[config.mk]
export PLATFORM = sky130hd
export DESIGN_NAME = manchester_2_nrz_decoder
export DESIGN_NICKNAME = d
export VERILOG_FILES = /design/src/rtl/manchester_pkg.sv /design/src/rtl/sync_edge_det.sv /design/src/rtl/manchester_2_nrz_decoder.sv
export SDC_FILE = /design/constraint.sdc
export NUM_CORES = 1
export LEC_CHECK = 0
export BUFFER_PORTS_ARGS = -buffer_cell sky130_fd_sc_hd__buf_2
export CAP_MARGIN = 0
export CORE_MARGIN = 1
export CORE_UTILIZATION = 35
export DETAILED_ROUTE_END_ITERATION = 8
export GPL_TIMING_DRIVEN = 1
export PLACE_DENSITY_LB_ADDON = 0.05
export SYNTH_ARGS = -nofsm -noshare
export SYNTH_HDL_FRONTEND = slang
export SYNTH_SLANG_ARGS = --single-unit
[constraint.sdc]
create_clock -name clock -period 2.35 [get_ports clock]
set_input_delay 0.47 -clock clock [delete_from_list [all_inputs] [get_ports clock]]
set_output_delay 0.47 -clock clock [all_outputs]
set_load 0.03 [all_outputs]
[src/rtl/manchester_pkg.sv]
// Shared types and bit-window helpers for the Manchester-to-NRZ decoder.
package manchester_pkg;

    typedef enum logic {
        HUNT   = 1'b0,
        LOCKED = 1'b1
    } state_t;

    localparam int unsigned SPB_DEFAULT = 8;

    // Earliest count accepted as a mid-bit edge.
    function automatic int unsigned mid_lo(input int unsigned spb);
        return (3 * spb) / 4;
    endfunction

    // Latest count accepted as a mid-bit edge.
    function automatic int unsigned mid_hi(input int unsigned spb);
        return (5 * spb) / 4;
    endfunction

    // Count at which a missing mid-bit edge ends the frame.
    function automatic int unsigned timeout_cnt(input int unsigned spb);
        return (3 * spb) / 2;
    endfunction

    function automatic int unsigned cnt_width(input int unsigned spb);
        return $clog2(timeout_cnt(spb) + 1);
    endfunction

endpackage

[src/rtl/sync_edge_det.sv]
// Two-flop synchronizer plus a third flop for line-edge detection.
// The edge output carries a _c suffix because "edge" is a reserved word.
module sync_edge_det (
    input  logic clock,
    input  logic reset_b,
    input  logic d_in,
    output logic level,
    output logic edge_c
);

    logic q1, q2, q3;

    always_ff @(posedge clock or negedge reset_b) begin
        if (!reset_b) begin
            q1 <= 1'b0;
            q2 <= 1'b0;
            q3 <= 1'b0;
        end else begin
            q1 <= d_in;
            q2 <= q1;
            q3 <= q2;
        end
    end

    assign level  = q2;
    assign edge_c = q2 ^ q3;

endmodule

[src/rtl/manchester_2_nrz_decoder.sv]
// Manchester-to-NRZ decoder: locks on the first line edge, then tracks mid-bit edges.
// Define MANCH_ERR_DETECT_EN to enable code-violation detection on code_err.
module manchester_2_nrz_decoder
    import manchester_pkg::*;
#(
    parameter int unsigned SPB = SPB_DEFAULT
) (
    input  logic clock,
    input  logic reset_b,
    input  logic B_in,
    output logic B_out,
    output logic bit_valid,
    output logic locked,
    output logic code_err
);

    localparam int unsigned CW    = cnt_width(SPB);
    localparam logic [CW-1:0] LO_C  = CW'(mid_lo(SPB));
    localparam logic [CW-1:0] HI_C  = CW'(mid_hi(SPB));
    localparam logic [CW-1:0] TMO_C = CW'(timeout_cnt(SPB));

`ifdef MANCH_ERR_DETECT_EN
    localparam bit ERR_EN = 1'b1;
`else
    localparam bit ERR_EN = 1'b0;
`endif

    logic          level, edge_c;
    state_t        state, state_n;
    logic [CW-1:0] c, c_n, c1;
    logic          bnd, bnd_n;
    logic          b_out_n, valid_n, err_n, locked_n;

    sync_edge_det u_sync (
        .clock   (clock),
        .reset_b (reset_b),
        .d_in    (B_in),
        .level   (level),
        .edge_c  (edge_c)
    );

    always_ff @(posedge clock or negedge reset_b) begin
        if (!reset_b) begin
            state     <= HUNT;
            c         <= '0;
            bnd       <= 1'b0;
            B_out     <= 1'b0;
            bit_valid <= 1'b0;
            code_err  <= 1'b0;
            locked    <= 1'b0;
        end else begin
            state     <= state_n;
            c         <= c_n;
            bnd       <= bnd_n;
            B_out     <= b_out_n;
            bit_valid <= valid_n;
            code_err  <= err_n;
            locked    <= locked_n;
        end
    end

    // c1 is the number of clocks elapsed since the last decoded mid-bit edge.
    always_comb begin
        state_n = state;
        c_n     = '0;
        bnd_n   = 1'b0;
        b_out_n = B_out;
        valid_n = 1'b0;
        err_n   = 1'b0;
        c1      = c + CW'(1);

        case (state)
            HUNT: begin
                if (edge_c) begin
                    b_out_n = ~level;
                    valid_n = 1'b1;
                    state_n = LOCKED;
                end
            end
            LOCKED: begin
                c_n   = c1;
                bnd_n = bnd;
                if (c1 == TMO_C) begin
                    state_n = HUNT;
                    c_n     = '0;
                    bnd_n   = 1'b0;
                end else if (edge_c) begin
                    if (c1 < LO_C) begin
                        // One boundary edge per bit is legal; a second one is a violation.
                        if (ERR_EN && bnd) begin
                            err_n   = 1'b1;
                            state_n = HUNT;
                            c_n     = '0;
                            bnd_n   = 1'b0;
                        end else begin
                            bnd_n = 1'b1;
                        end
                    end else if (c1 <= HI_C) begin
                        b_out_n = ~level;
                        valid_n = 1'b1;
                        c_n     = '0;
                        bnd_n   = 1'b0;
                    end else if (ERR_EN) begin
                        err_n   = 1'b1;
                        state_n = HUNT;
                        c_n     = '0;
                        bnd_n   = 1'b0;
                    end
                end
            end
        endcase

        locked_n = (state_n == LOCKED);
    end

endmodule

# Word level (Yosys, flattened, before mapping)
# Index checks and enable logic that the tools add are counted.
classes:
  magnitude_cmp: 2
  n_mux: 19
  n_reduce_logical: 1
  eq_ne: 6
  n_bitwise: 3
  n_addsub: 1
ops:
  columns: ["op", "n"]
  rows:
  - ["4-bit two-way mux", 5]
  - ["1-bit two-way mux", 11]
  - ["2-bit inequality test (second input constant)", 4]
  - ["1-bit case mux with 2 select lines", 3]
  - ["5-bit AND reduction", 1]
  - ["4-bit by 1-bit adder with 4-bit output (second input constant)", 1]
  - ["4-bit equality test (second input constant)", 1]
  - ["4-bit <= comparator (second input constant)", 1]
  - ["4-bit by 3-bit < comparator with 1-bit output (second input constant)", 1]
  - ["2-bit by 1-bit inequality test with 1-bit output (second input constant)", 1]
  - ["1-bit inverter", 2]
  - ["1-bit XOR", 1]
word_totals:
  out_inout_bits: 4
  inputBits: 3
  regBits: 10
  wordCells: 39

# Longest topological paths before layout
# Gate-level depths: netlist of the first run.
depth:
  ltp_word: 7
  mapped_depth: 6
  depth_no_buf: 5

# Modules after synthesis
# A second synthesis of the first run with hierarchy kept.
hier_totals:
  hier_cells: 58
  area_unflattened_um2: 574.3
modules_own_cells:
  columns: ["mod", "cells_per_inst", "area_per_inst_um2", "seq_area_each_um2", "n_inst"]
  rows:
  - ["manchester_2_nrz_decoder", 54, 490.5, 175.2, 1]
  - ["sync_edge_det", 4, 83.8, 75.1, 1]

# Worst setup path after synthesis of the first run
# Ideal clock, no wire load.
synth_path:
  path_type: "flip-flop to flip-flop"
  start: "register c[0]"
  end: "register bit_valid"
  setup_slack_ns: 0.428
  synth_period_minus_slack_ns: 1.922
  setup_time_ns: 0.119
  n_path_buf: 1
  arrival_time_ns: 1.803
  required_time_ns: 2.231
  path_stages_with_launch: 7
  cell_sequence: "dfrtp_1 -> ha_1 -> buf_6 -> and2b_4 -> a221o_1 -> or3_1 -> and2_1"
synth_between:
  elab_chain_cells: 7
  word_cells_on_any_way: 9
  cone_classes: "1 x add/sub; 2 x order compare; 1 x eq/ne; 5 x mux"
synth_rtl:
  columns: ["element", "line", "source"]
  rows:
  - ["start: declaration", "manchester_2_nrz_decoder.sv:30", "logic [CW-1:0] c, c_n, c1;"]
  - ["start signal: assignment", "manchester_2_nrz_decoder.sv:53", "c <= c_n;"]
  - ["4-bit by 1-bit adder with 4-bit output *", "manchester_2_nrz_decoder.sv:70", "c1 = c + CW'(1);"]
  - ["4-bit <= comparator", "manchester_2_nrz_decoder.sv:98", "end else if (c1 <= HI_C) begin"]
  - ["1-bit two-way mux", "manchester_2_nrz_decoder.sv:98", null]
  - ["1-bit two-way mux", "manchester_2_nrz_decoder.sv:88", "if (c1 < LO_C) begin"]
  - ["1-bit two-way mux", "manchester_2_nrz_decoder.sv:87", "end else if (edge_c) begin"]
  - ["1-bit two-way mux *", "manchester_2_nrz_decoder.sv:83", "if (c1 == TMO_C) begin"]
  - ["1-bit case mux with 2 select lines *", "manchester_2_nrz_decoder.sv:72", "case (state)"]
  - ["named net valid_n", "manchester_2_nrz_decoder.sv:32", "logic b_out_n, valid_n, err_n, locked_n;"]
  - ["end signal: assignment", "manchester_2_nrz_decoder.sv:56", "bit_valid <= valid_n;"]
  - ["end: declaration", "manchester_2_nrz_decoder.sv:12", "output logic bit_valid,"]
# The timed path passes the listed nets; every way through them passes the cells marked *.
# A chain may end at the register's enable or synchronous reset.

# Final worst setup path of the first run
layout_path:
  start: "register c[0]"
  end: "register B_out"
layout_between:
  elab_chain_cells: 4
  word_cells_on_any_way: 8
  cone_classes: "1 x add/sub; 2 x order compare; 4 x eq/ne; 1 x reduce/logical"
layout_rtl:
  columns: ["element", "line", "source"]
  rows:
  - ["4-bit by 1-bit adder with 4-bit output *", "manchester_2_nrz_decoder.sv:70", null]
  - ["4-bit <= comparator, or another cell as far along", "manchester_2_nrz_decoder.sv:98", null]
  - ["2-bit by 1-bit inequality test with 1-bit output (no line) or 2-bit inequality test (tied branches)", null, null]
  - ["5-bit AND reduction (no line) *", null, null]
  - ["end signal: assignment", "manchester_2_nrz_decoder.sv:55", "B_out <= b_out_n;"]
  - ["end: declaration", "manchester_2_nrz_decoder.sv:11", "output logic B_out,"]
# Mark *: on every way between the ends. The rest lies on a longest branch, timed or not.

==> impl_metrics.json, run 1 <==
{
  "seq_area_frac_synth_pct": 38.91,
  "die_y_um": 44.87,
  "fmax_mhz": 478.2,
  "hold_class": "input pin to async pin",
  "drive_gt1_share_pct": 15.71,
  "first_global_vias": 455,
  "total_power_mw": 0.9505,
  "top_usage_layer": "met2",
  "core_area_sq_um": 1727,
  "cts_buffer_depth": 2,
  "stdcell_count": 95,
  "reg2reg_from": "c[0]",
  "grt_usage_pct": 15.08,
  "use_met3_pct": 4.800,
  "cts_setup_buffers": 0,
  "ctsRootBufferMaster": "clkbuf_4",
  "syn-num-nets": 70,
  "rsz0062_at_grt": "false",
  "cts_resized": 0,
  "hpwl_um": 916.2,
  "synth_area_sq_um": 643.1,
  "drc": 0,
  "critPathMaxStageDelay_ns": 0.48,
  "die-area_sq_um": 2013,
  "tritoncts": "done",
  "antenna_left": 0,
  "ys_ff_latch": 10,
  "required_ns": 2.54,
  "yosys.area.top_type": "dfrtp_1",
  "avgSynthCellArea_sq_um": 9.894,
  "dr.pass1.iters": 4,
  "routabilityCongestion": 0.7340,
  "finalSetupViolCount": 0,
  "cts_made_buffers": 3,
  "critPathMaxFanout": 10,
  "layout.nets": 76,
  "tns_ns": 0,
  "htree_num_levels": 1,
  "grt_pass1_wl_mm": 2.111,
  "skew_ns": 0.008630,
  "ys_warn_count": 0,
  "synthTopCellsByArea": "dfrtp_1 39%, xor2_1 4.1%, ha_1 3.9%, buf_6 3.5%, a221o_1 3.1%",
  "p_leak_nw": 0.3157,
  "overflow": 0,
  "dp_slack_ns": 0.2687,
  "final_max_slew_viol_count": 0,
  "dr_total_vias": 506,
  "cp_cell_sequence": "ha_1 > nor4b_1 > a221o_1 > or3_1 > o211ai_1",
  "die_x_um": 44.87,
  "met2_usage_pct": 21.76,
  "timing.rr.end": "B_out",
  "rrSetupSlack_ns": 0.26,
  "r2r_cells": 5,
  "path_buf_inv": 0,
  "startpoint": "c[0]",
  "cts_hold_buf": 0,
  "period_needed_ns": 2.091,
  "pin_count": 7,
  "num_antenna_cells": 0,
  "dp.cells": 91,
  "rows": 15,
  "postSynthCellCount": 65,
  "clock-sinks": 10,
  "fin_ws_ns": 0.2588,
  "cp.arrival_ns": 2.28,
  "cap_violations": 0,
  "grt_antenna_before_repair": 0,
  "yosysTopAreaCellShare_pct": 38.91,
  "dpl_cell_area_sq_um": 664.4,
  "syn_to_final_growth_pct": 8.949,
  "hold_slack_ns": 0.04030,
  "wl_mm": 1.198,
  "synth_cell_types": 36,
  "peakVddDrop_uv": 743.9,
  "initial_core_util_pct": 37.25,
  "drtIter0Drc": 6,
  "cpLargestDelayFamily": "simple AND/OR/NAND/NOR gates",
  "period_share_pct": 88.99,
  "endpoint": "B_out",
  "numPortBuffers": 5,
  "cp.depth": 5,
  "status": "completed",
  "clkLatencyLatePin_ns": 0.27,
  "crit_type": "flop to flop",
  "cpMaxStageDelayCell": "dfrtp_1",
  "critPathLaunchType": "flop",
  "use_met1_pct": 20.40,
  "final_area_sq_um": 700.7,
  "grt_start_max_net_pins": 13,
  "finalHoldViolCount": 0,
  "endpoint_kind": "flop",
  "clk_pin_slew_ns": 0.07,
  "p_per_area_nw_per_um2": 1357,
  "finalCoreUtilization_pct": 40.58,
  "viasPerCell": 5.326,
  "detail_route.wl_per_cell_um": 12.61
}
[layout make-up]
cell class / count / area (sq um)
fillers: 191 / 1026
multi-input cells: 46 / 339.1
flip-flops and latches: 10 / 250.2
clock buffers: 4 / 36.28
well taps: 25 / 31.28
repair buffers: 5 / 25.02
inverters: 5 / 18.77
[sequential cells by signal (all words and copies together) (netlist names)]
signal,flops
c,4
B_out,1
bit_valid,1
state,1
u_sync.level,1
u_sync.q1,1
u_sync.q3,1
[power by group]
group	total, mW	internal (mW)	switching [mW]
clock network	0.157	0.0942	0.0633
registers	0.321	0.225	0.0966
logic	0.472	0.227	0.245
total	0.950	0.545	0.405
[worst min path at each step]
stage / from / slack (ns) / cells past startpoint / to
6_report: reset_b / 0.04 / 1 / u_sync.q1
5_1_grt: reset_b / 0.05 / 1 / u_sync.q1
4_1_cts: reset_b / 0.04 / 1 / u_sync.q1
3_5_place_dp: reset_b / 0.34 / 1 / u_sync.q1
3_3_place_gp: u_sync.q1 / 0.33 / 0 / u_sync.level
2_1_floorplan: reset_b / 0.17 / 0 / B_out
[cell usage after synthesis]
master,number
a21oi_1,3
nor4b_1,2
nand3_1,2
o21ai_0,2
ha_1,2
a221o_1,2
or2_2,1
a22o_1,1
nor3_1,1
and3b_1,2
nand4b_1,2
nor3b_1,1
a311oi_1,1
nand2_1,2
or3_1,1
buf_6,2
a21bo_1,1
nor2b_1,3
buf_4,1
a211oi_1,1
nand3b_1,1
dfrtp_1,10
o211ai_1,1
conb_1,1
o2111ai_1,1
and2b_4,1
nand4bb_1,1
o311ai_0,1
and3_1,1
inv_1,5
xor2_1,3
o31a_1,1
and2_1,1
buf_2,1
a21boi_0,1
nor2_1,2
[cells in the final DEF, fill, tap and decap left out, drive strengths merged]
cell / synthesis / routed
a221o: 2 / 2
xor2: 3 / 3
a21oi: 3 / 3
nor4b: 2 / 2
and3: 1 / 1
a21bo: 1 / 1
o31a: 1 / 1
or3: 1 / 1
a22o: 1 / 1
and3b: 2 / 2
buf: 4 / 5
o311ai: 1 / 1
inv: 5 / 5
and2: 1 / 1
nor2b: 3 / 3
nand3: 2 / 2
nand4b: 2 / 2
nor3b: 1 / 1
a211oi: 1 / 1
conb: 1 / 1
ha: 2 / 2
and2b: 1 / 1
a21boi: 1 / 1
nor3: 1 / 1
nand2: 2 / 2
dfrtp: 10 / 10
o21ai: 2 / 2
o211ai: 1 / 1
o2111ai: 1 / 1
nand3b: 1 / 1
a311oi: 1 / 1
or2: 1 / 1
clkbuf: 0 / 4
nand4bb: 1 / 1
nor2: 2 / 2
[logic make-up after synthesis]
| family | count (synthesis) | share of synthesized area, % |
|---|---|---|
| DFF | 10 | 38.91 |
| AOI/OAI and AO/OA | 16 | 18.87 |
| adders and majority gates | 2 | 3.890 |
| and+or+nand+nor | 24 | 25.30 |
| buffers and inverters | 9 | 8.366 |
| other | 1 | 0.5831 |
| xor gates and xnor gates | 3 | 4.086 |
[metal layers]
metal / wire [um] / vias up
met5: 0 / -
met4: 18 / 0
met3: 33 / 2
met2: 555 / 6
met1: 591 / 249
li1: - / 249
(Power assumes the default switching activity.)
==> run 2: changes to the inputs <==
- REMOVE_ABC_BUFFERS: default -> 1
==> run 2 against run 1 <==
Hold slack better by 0.0081 ns. First-iteration DRC count is the same. Clock power down 3%. Total power decreased by 0.29%. Cell count stayed put. Routed wire length shrank 1.5%. Largest cell class unchanged. Sequential power is essentially flat. Setup slack improved by 0.0069 ns.
==> impl_metrics.json, run 2 (synthesis results as in run 1) <==
{
  "numPortBuffers": 5,
  "cp_cell_sequence": "ha_1 > nor2b_1 > a221o_1 > or3_1 > and2_1",
  "wl_mm": 1.180,
  "num_antenna_cells": 0,
  "critPathMaxStageDelay_ns": 0.48,
  "grt_antenna_before_repair": 0,
  "die-area_sq_um": 2013,
  "dp.cells": 91,
  "required_ns": 2.51,
  "grt_start_max_net_pins": 13,
  "stdcell_count": 95,
  "path_buf_inv": 0,
  "core_area_sq_um": 1727,
  "use_met3_pct": 6.000,
  "ctsRootBufferMaster": "clkbuf_4",
  "clock-sinks": 10,
  "clk_pin_slew_ns": 0.07,
  "met2_usage_pct": 22.06,
  "endpoint_kind": "flop",
  "layout.nets": 76,
  "cp.arrival_ns": 2.24,
  "dr_total_vias": 488,
  "drc": 0,
  "regMostFlops": "c",
  "detail_route.wl_per_cell_um": 12.42,
  "top_usage_layer": "met2",
  "fill_cells": 184,
  "hold_slack_ns": 0.04837,
  "viasPerCell": 5.137,
  "crit_type": "flop to flop",
  "final_max_slew_viol_count": 0,
  "critPathMaxFanout": 10,
  "drtIter0Drc": 6,
  "tns_ns": 0,
  "tritoncts": "done",
  "cts_buffer_depth": 2,
  "p_per_area_nw_per_um2": 1353,
  "rsz0062_at_grt": "false",
  "cpMaxStageDelayCell": "dfrtp_1",
  "dr.pass1.iters": 4,
  "cap_violations": 0,
  "syn_to_final_growth_pct": 8.949,
  "overflow": 0,
  "antenna_left": 0,
  "largest_reg_flops": 4,
  "first_global_vias": 423,
  "hpwl_um": 891,
  "clkLatencyLatePin_ns": 0.26,
  "grt_usage_pct": 13.55,
  "finalSetupViolCount": 0,
  "period_share_pct": 88.69,
  "routabilityCongestion": 0.7160,
  "drive_gt1_share_pct": 15.71,
  "cts_made_buffers": 3,
  "die_y_um": 44.87,
  "finalCoreUtilization_pct": 40.58,
  "cts_setup_buffers": 0,
  "die_x_um": 44.87,
  "cts_hold_buf": 0,
  "final_cell_mix": "10 x dfrtp_1, 5 x inv_1, 5 x buf_2",
  "grt_pass1_wl_mm": 1.918,
  "fmax_mhz": 479.8,
  "initial_core_util_pct": 37.25,
  "cpLargestDelayFamily": "simple AND/OR/NAND/NOR gates",
  "final_common_cell": "dfrtp_1",
  "pin_count": 7,
  "final_area_sq_um": 700.7,
  "hold_class": "input pin to async pin",
  "status": "completed",
  "cts_resized": 0,
  "peakVddDrop_uv": 570.0,
  "critPathLaunchType": "flop",
  "p_leak_nw": 0.3157,
  "htree_num_levels": 1,
  "rows": 15,
  "period_needed_ns": 2.084,
  "use_met1_pct": 16.33,
  "dpl_cell_area_sq_um": 664.4,
  "skew_ns": 0.001284,
  "finalHoldViolCount": 0
}
## run 2: worst paths after layout
check	start	endpoint	slack (ns)	depth (start not counted)
min in group clock	B_in	u_sync.q1	0.31	1
worst max-delay path	c[0]	bit_valid	0.27	5
worst max register to register	c[0]	bit_valid	0.27	5
max in group asynchronous	reset_b	state	2.12	1
worst min-delay path	reset_b	u_sync.q3	0.05	1
worst min register to register	u_sync.q1	u_sync.level	0.35	0
## run 2: metal layers
metal / vias up / share of wire, % / wire length [um]
met4: 0 / 0 / 0
met5: - / 0 / 0
met2: 6 / 48 / 564
met3: 0 / 2.4 / 28
li1: 247 / - / -
met1: 235 / 50 / 587
## run 2: layout make-up
cell class | instances | area, sq um | area share [%]
multi-input combinational | 46 | 339.1 | 48.39
sequential | 10 | 250.2 | 35.71
clock buffer | 4 | 36.28 | 5.179
tap | 25 | 31.28 | 4.464
timing repair buffer | 5 | 25.02 | 3.571
inverter | 5 | 18.77 | 2.679
## run 2: power breakdown
group          switching, mW  internal, mW  leakage, nW  total [mW]
Clock                 0.0593        0.0941       0.0210       0.153
Sequential            0.0969         0.225        0.117       0.322
Combinational          0.246         0.227        0.178       0.473
## run 2: per-stage QoR
step | worst slack, ns | total power, mW
after CTS | 0.2518 | 0.9582
final | 0.2657 | 0.9477
after floorplan | 0.4285 | 0.6873
after detailed placement | 0.2658 | 0.8004
after global placement | 0.2582 | 0.8077
after global routing | 0.1398 | 1.028
## run 2: worst reg2reg max path: cells and delay by family, from the launching register on
| family | cells | cell delay [ns] |
|---|---|---|
| and+or+nand+nor | 3 | 0.71 |
| DFF | 1 | 0.48 |
| adders and majority gates | 1 | 0.44 |
| AOI/OAI and AO/OA | 1 | 0.36 |
==> run 3: changes to the inputs <==
- CTS_BUF_LIST: default -> sky130_fd_sc_hd__clkbuf_16
==> run 3 against run 2 <==
First-iteration DRC count grew 17%. Sequential share of layout area fell by 2.0 points. Setup slack worse by 0.0045 ns.
==> impl_metrics.json, run 3 (synthesis results as in run 1) <==
{
  "grt_usage_pct": 13.89,
  "rows": 15,
  "cts_hold_buf": 0,
  "seq_power_share_pct": 29.5,
  "layout.nets": 76,
  "endpoint_kind": "flop",
  "required_ns": 2.47,
  "die_x_um": 44.87,
  "cts_resized": 0,
  "switching_share_pct": 38.32,
  "tritoncts": "done",
  "routabilityCongestion": 0.7160,
  "drive_gt1_share_pct": 14.29,
  "dpl_cell_area_sq_um": 664.4,
  "skew_ns": 0.0009623,
  "cts_setup_buffers": 0,
  "rsz0062_at_grt": "false",
  "wl_mm": 1.202,
  "hold_class": "input pin to async pin",
  "period_share_pct": 88.89,
  "pin_count": 7,
  "pwr-share-clk_pct": 27.3,
  "ctsRootBufferMaster": "clkbuf_16",
  "overflow": 0,
  "first_global_vias": 423,
  "stdcell_count": 95,
  "dr_total_vias": 488,
  "syn_to_final_growth_pct": 15.56,
  "clock-sinks": 10,
  "grt_pass1_wl_mm": 1.925,
  "fill_cells": 178,
  "cp.arrival_ns": 2.21,
  "htree_num_levels": 1,
  "dr.pass1.iters": 4,
  "final_area_sq_um": 743.2,
  "final_max_slew_viol_count": 0,
  "drc": 0,
  "grt_start_max_net_pins": 13,
  "clk_pin_slew_ns": 0.04,
  "die_y_um": 44.87,
  "critPathMaxFanout": 10,
  "p_leak_nw": 0.3333,
  "clkLatencyLatePin_ns": 0.23,
  "p_per_area_nw_per_um2": 1473,
  "core_area_sq_um": 1727,
  "cts_buffer_depth": 2,
  "detail_route.wl_per_cell_um": 12.65,
  "cap_violations": 0,
  "p_switching_mw": 0.4196,
  "viasPerCell": 5.137,
  "status": "completed",
  "antenna_left": 0,
  "total_power_mw": 1.095,
  "tns_ns": 0,
  "regMostFlops": "c",
  "peakVddDrop_uv": 1071,
  "initial_core_util_pct": 37.25,
  "crit_type": "flop to flop",
  "comb_power_share_pct": 43.2,
  "drtIter0Drc": 7,
  "cts_made_buffers": 3,
  "largest_reg_flops": 4,
  "fmax_mhz": 478.7,
  "die-area_sq_um": 2013,
  "final_common_cell": "dfrtp_1",
  "dp.cells": 91,
  "hpwl_um": 891,
  "finalHoldViolCount": 0,
  "finalSetupViolCount": 0,
  "period_needed_ns": 2.089,
  "numPortBuffers": 5,
  "p_int_mw": 0.6754,
  "critPathLaunchType": "flop",
  "grt_antenna_before_repair": 0,
  "final_cell_mix": "10 x dfrtp_1, 5 x inv_1, 5 x buf_2",
  "num_antenna_cells": 0
}
## run 3: changes by cell type in the layout (fill, tap and decap cells not counted)
cell	previous run	this run
clkinv_1	0	1
clkbuf_8	1	0
clkbuf_16	0	3
clkbuf_4	3	0
## run 3: area by class of cell
cell class | instances | area [sq um] | area share (%)
clock buffers | 3 | 75.07 | 10.10
well taps | 25 | 31.28 | 4.209
flip-flops and latches | 10 | 250.2 | 33.67
clock inverters | 1 | 3.754 | 0.5051
repair buffers | 5 | 25.02 | 3.367
inverters | 5 | 18.77 | 2.525
multi-input cells | 46 | 339.1 | 45.62
## run 3: power groups by stage
| stage | Sequential [mW] | Combinational, mW | Clock [mW] |
|---|---|---|---|
| after floorplan | 0.328 | 0.359 | 0 |
| after global placement | 0.324 | 0.484 | 0 |
| after detailed placement | 0.326 | 0.474 | 0 |
| after CTS | 0.324 | 0.476 | 0.309 |
| after global routing | 0.334 | 0.523 | 0.317 |
| final | 0.323 | 0.473 | 0.299 |
## run 3: path summary, 6_finish.rpt
kind,startpoint,to,slack (ns),depth (start not counted)
max,c[0],bit_valid,0.26,5
min,reset_b,u_sync.q1,0.08,1
max reg2reg,c[0],bit_valid,0.26,5
min reg2reg,u_sync.q1,u_sync.level,0.34,0
max in group asynchronous,reset_b,bit_valid,2.08,1
min in group clock,B_in,u_sync.q1,0.34,1
## run 3: metrics by stage
step	setup WS (ns)	hold WS [ns]	utilization (%)
2_1_floorplan	0.4285	0.1744	-
3_3_place_gp	0.2582	0.3410	38.48
3_5_place_dp	0.2658	0.3362	38.48
4_1_cts	0.2586	0.09009	43.04
5_1_grt	0.1391	0.1026	43.04
6_report	0.2611	0.08386	43.04
## run 3: per-layer routing
metal | global-route usage, % | wire length, um | up-vias
li1 | - | - | 249
met1 | 16.33 | 589 | 230
met2 | 22.35 | 552 | 7
met3 | 6.000 | 45 | 2
met4 | 5.455 | 15 | 0
met5 | 0 | 0 | -
## run 3: worst max-delay path: stages (launching register included)
cell and delay [ns]:
dfrtp_1 0.47, ha_1 0.45, nor2b_1 0.17, a221o_1 0.36, or3_1 0.37, and2_1 0.16
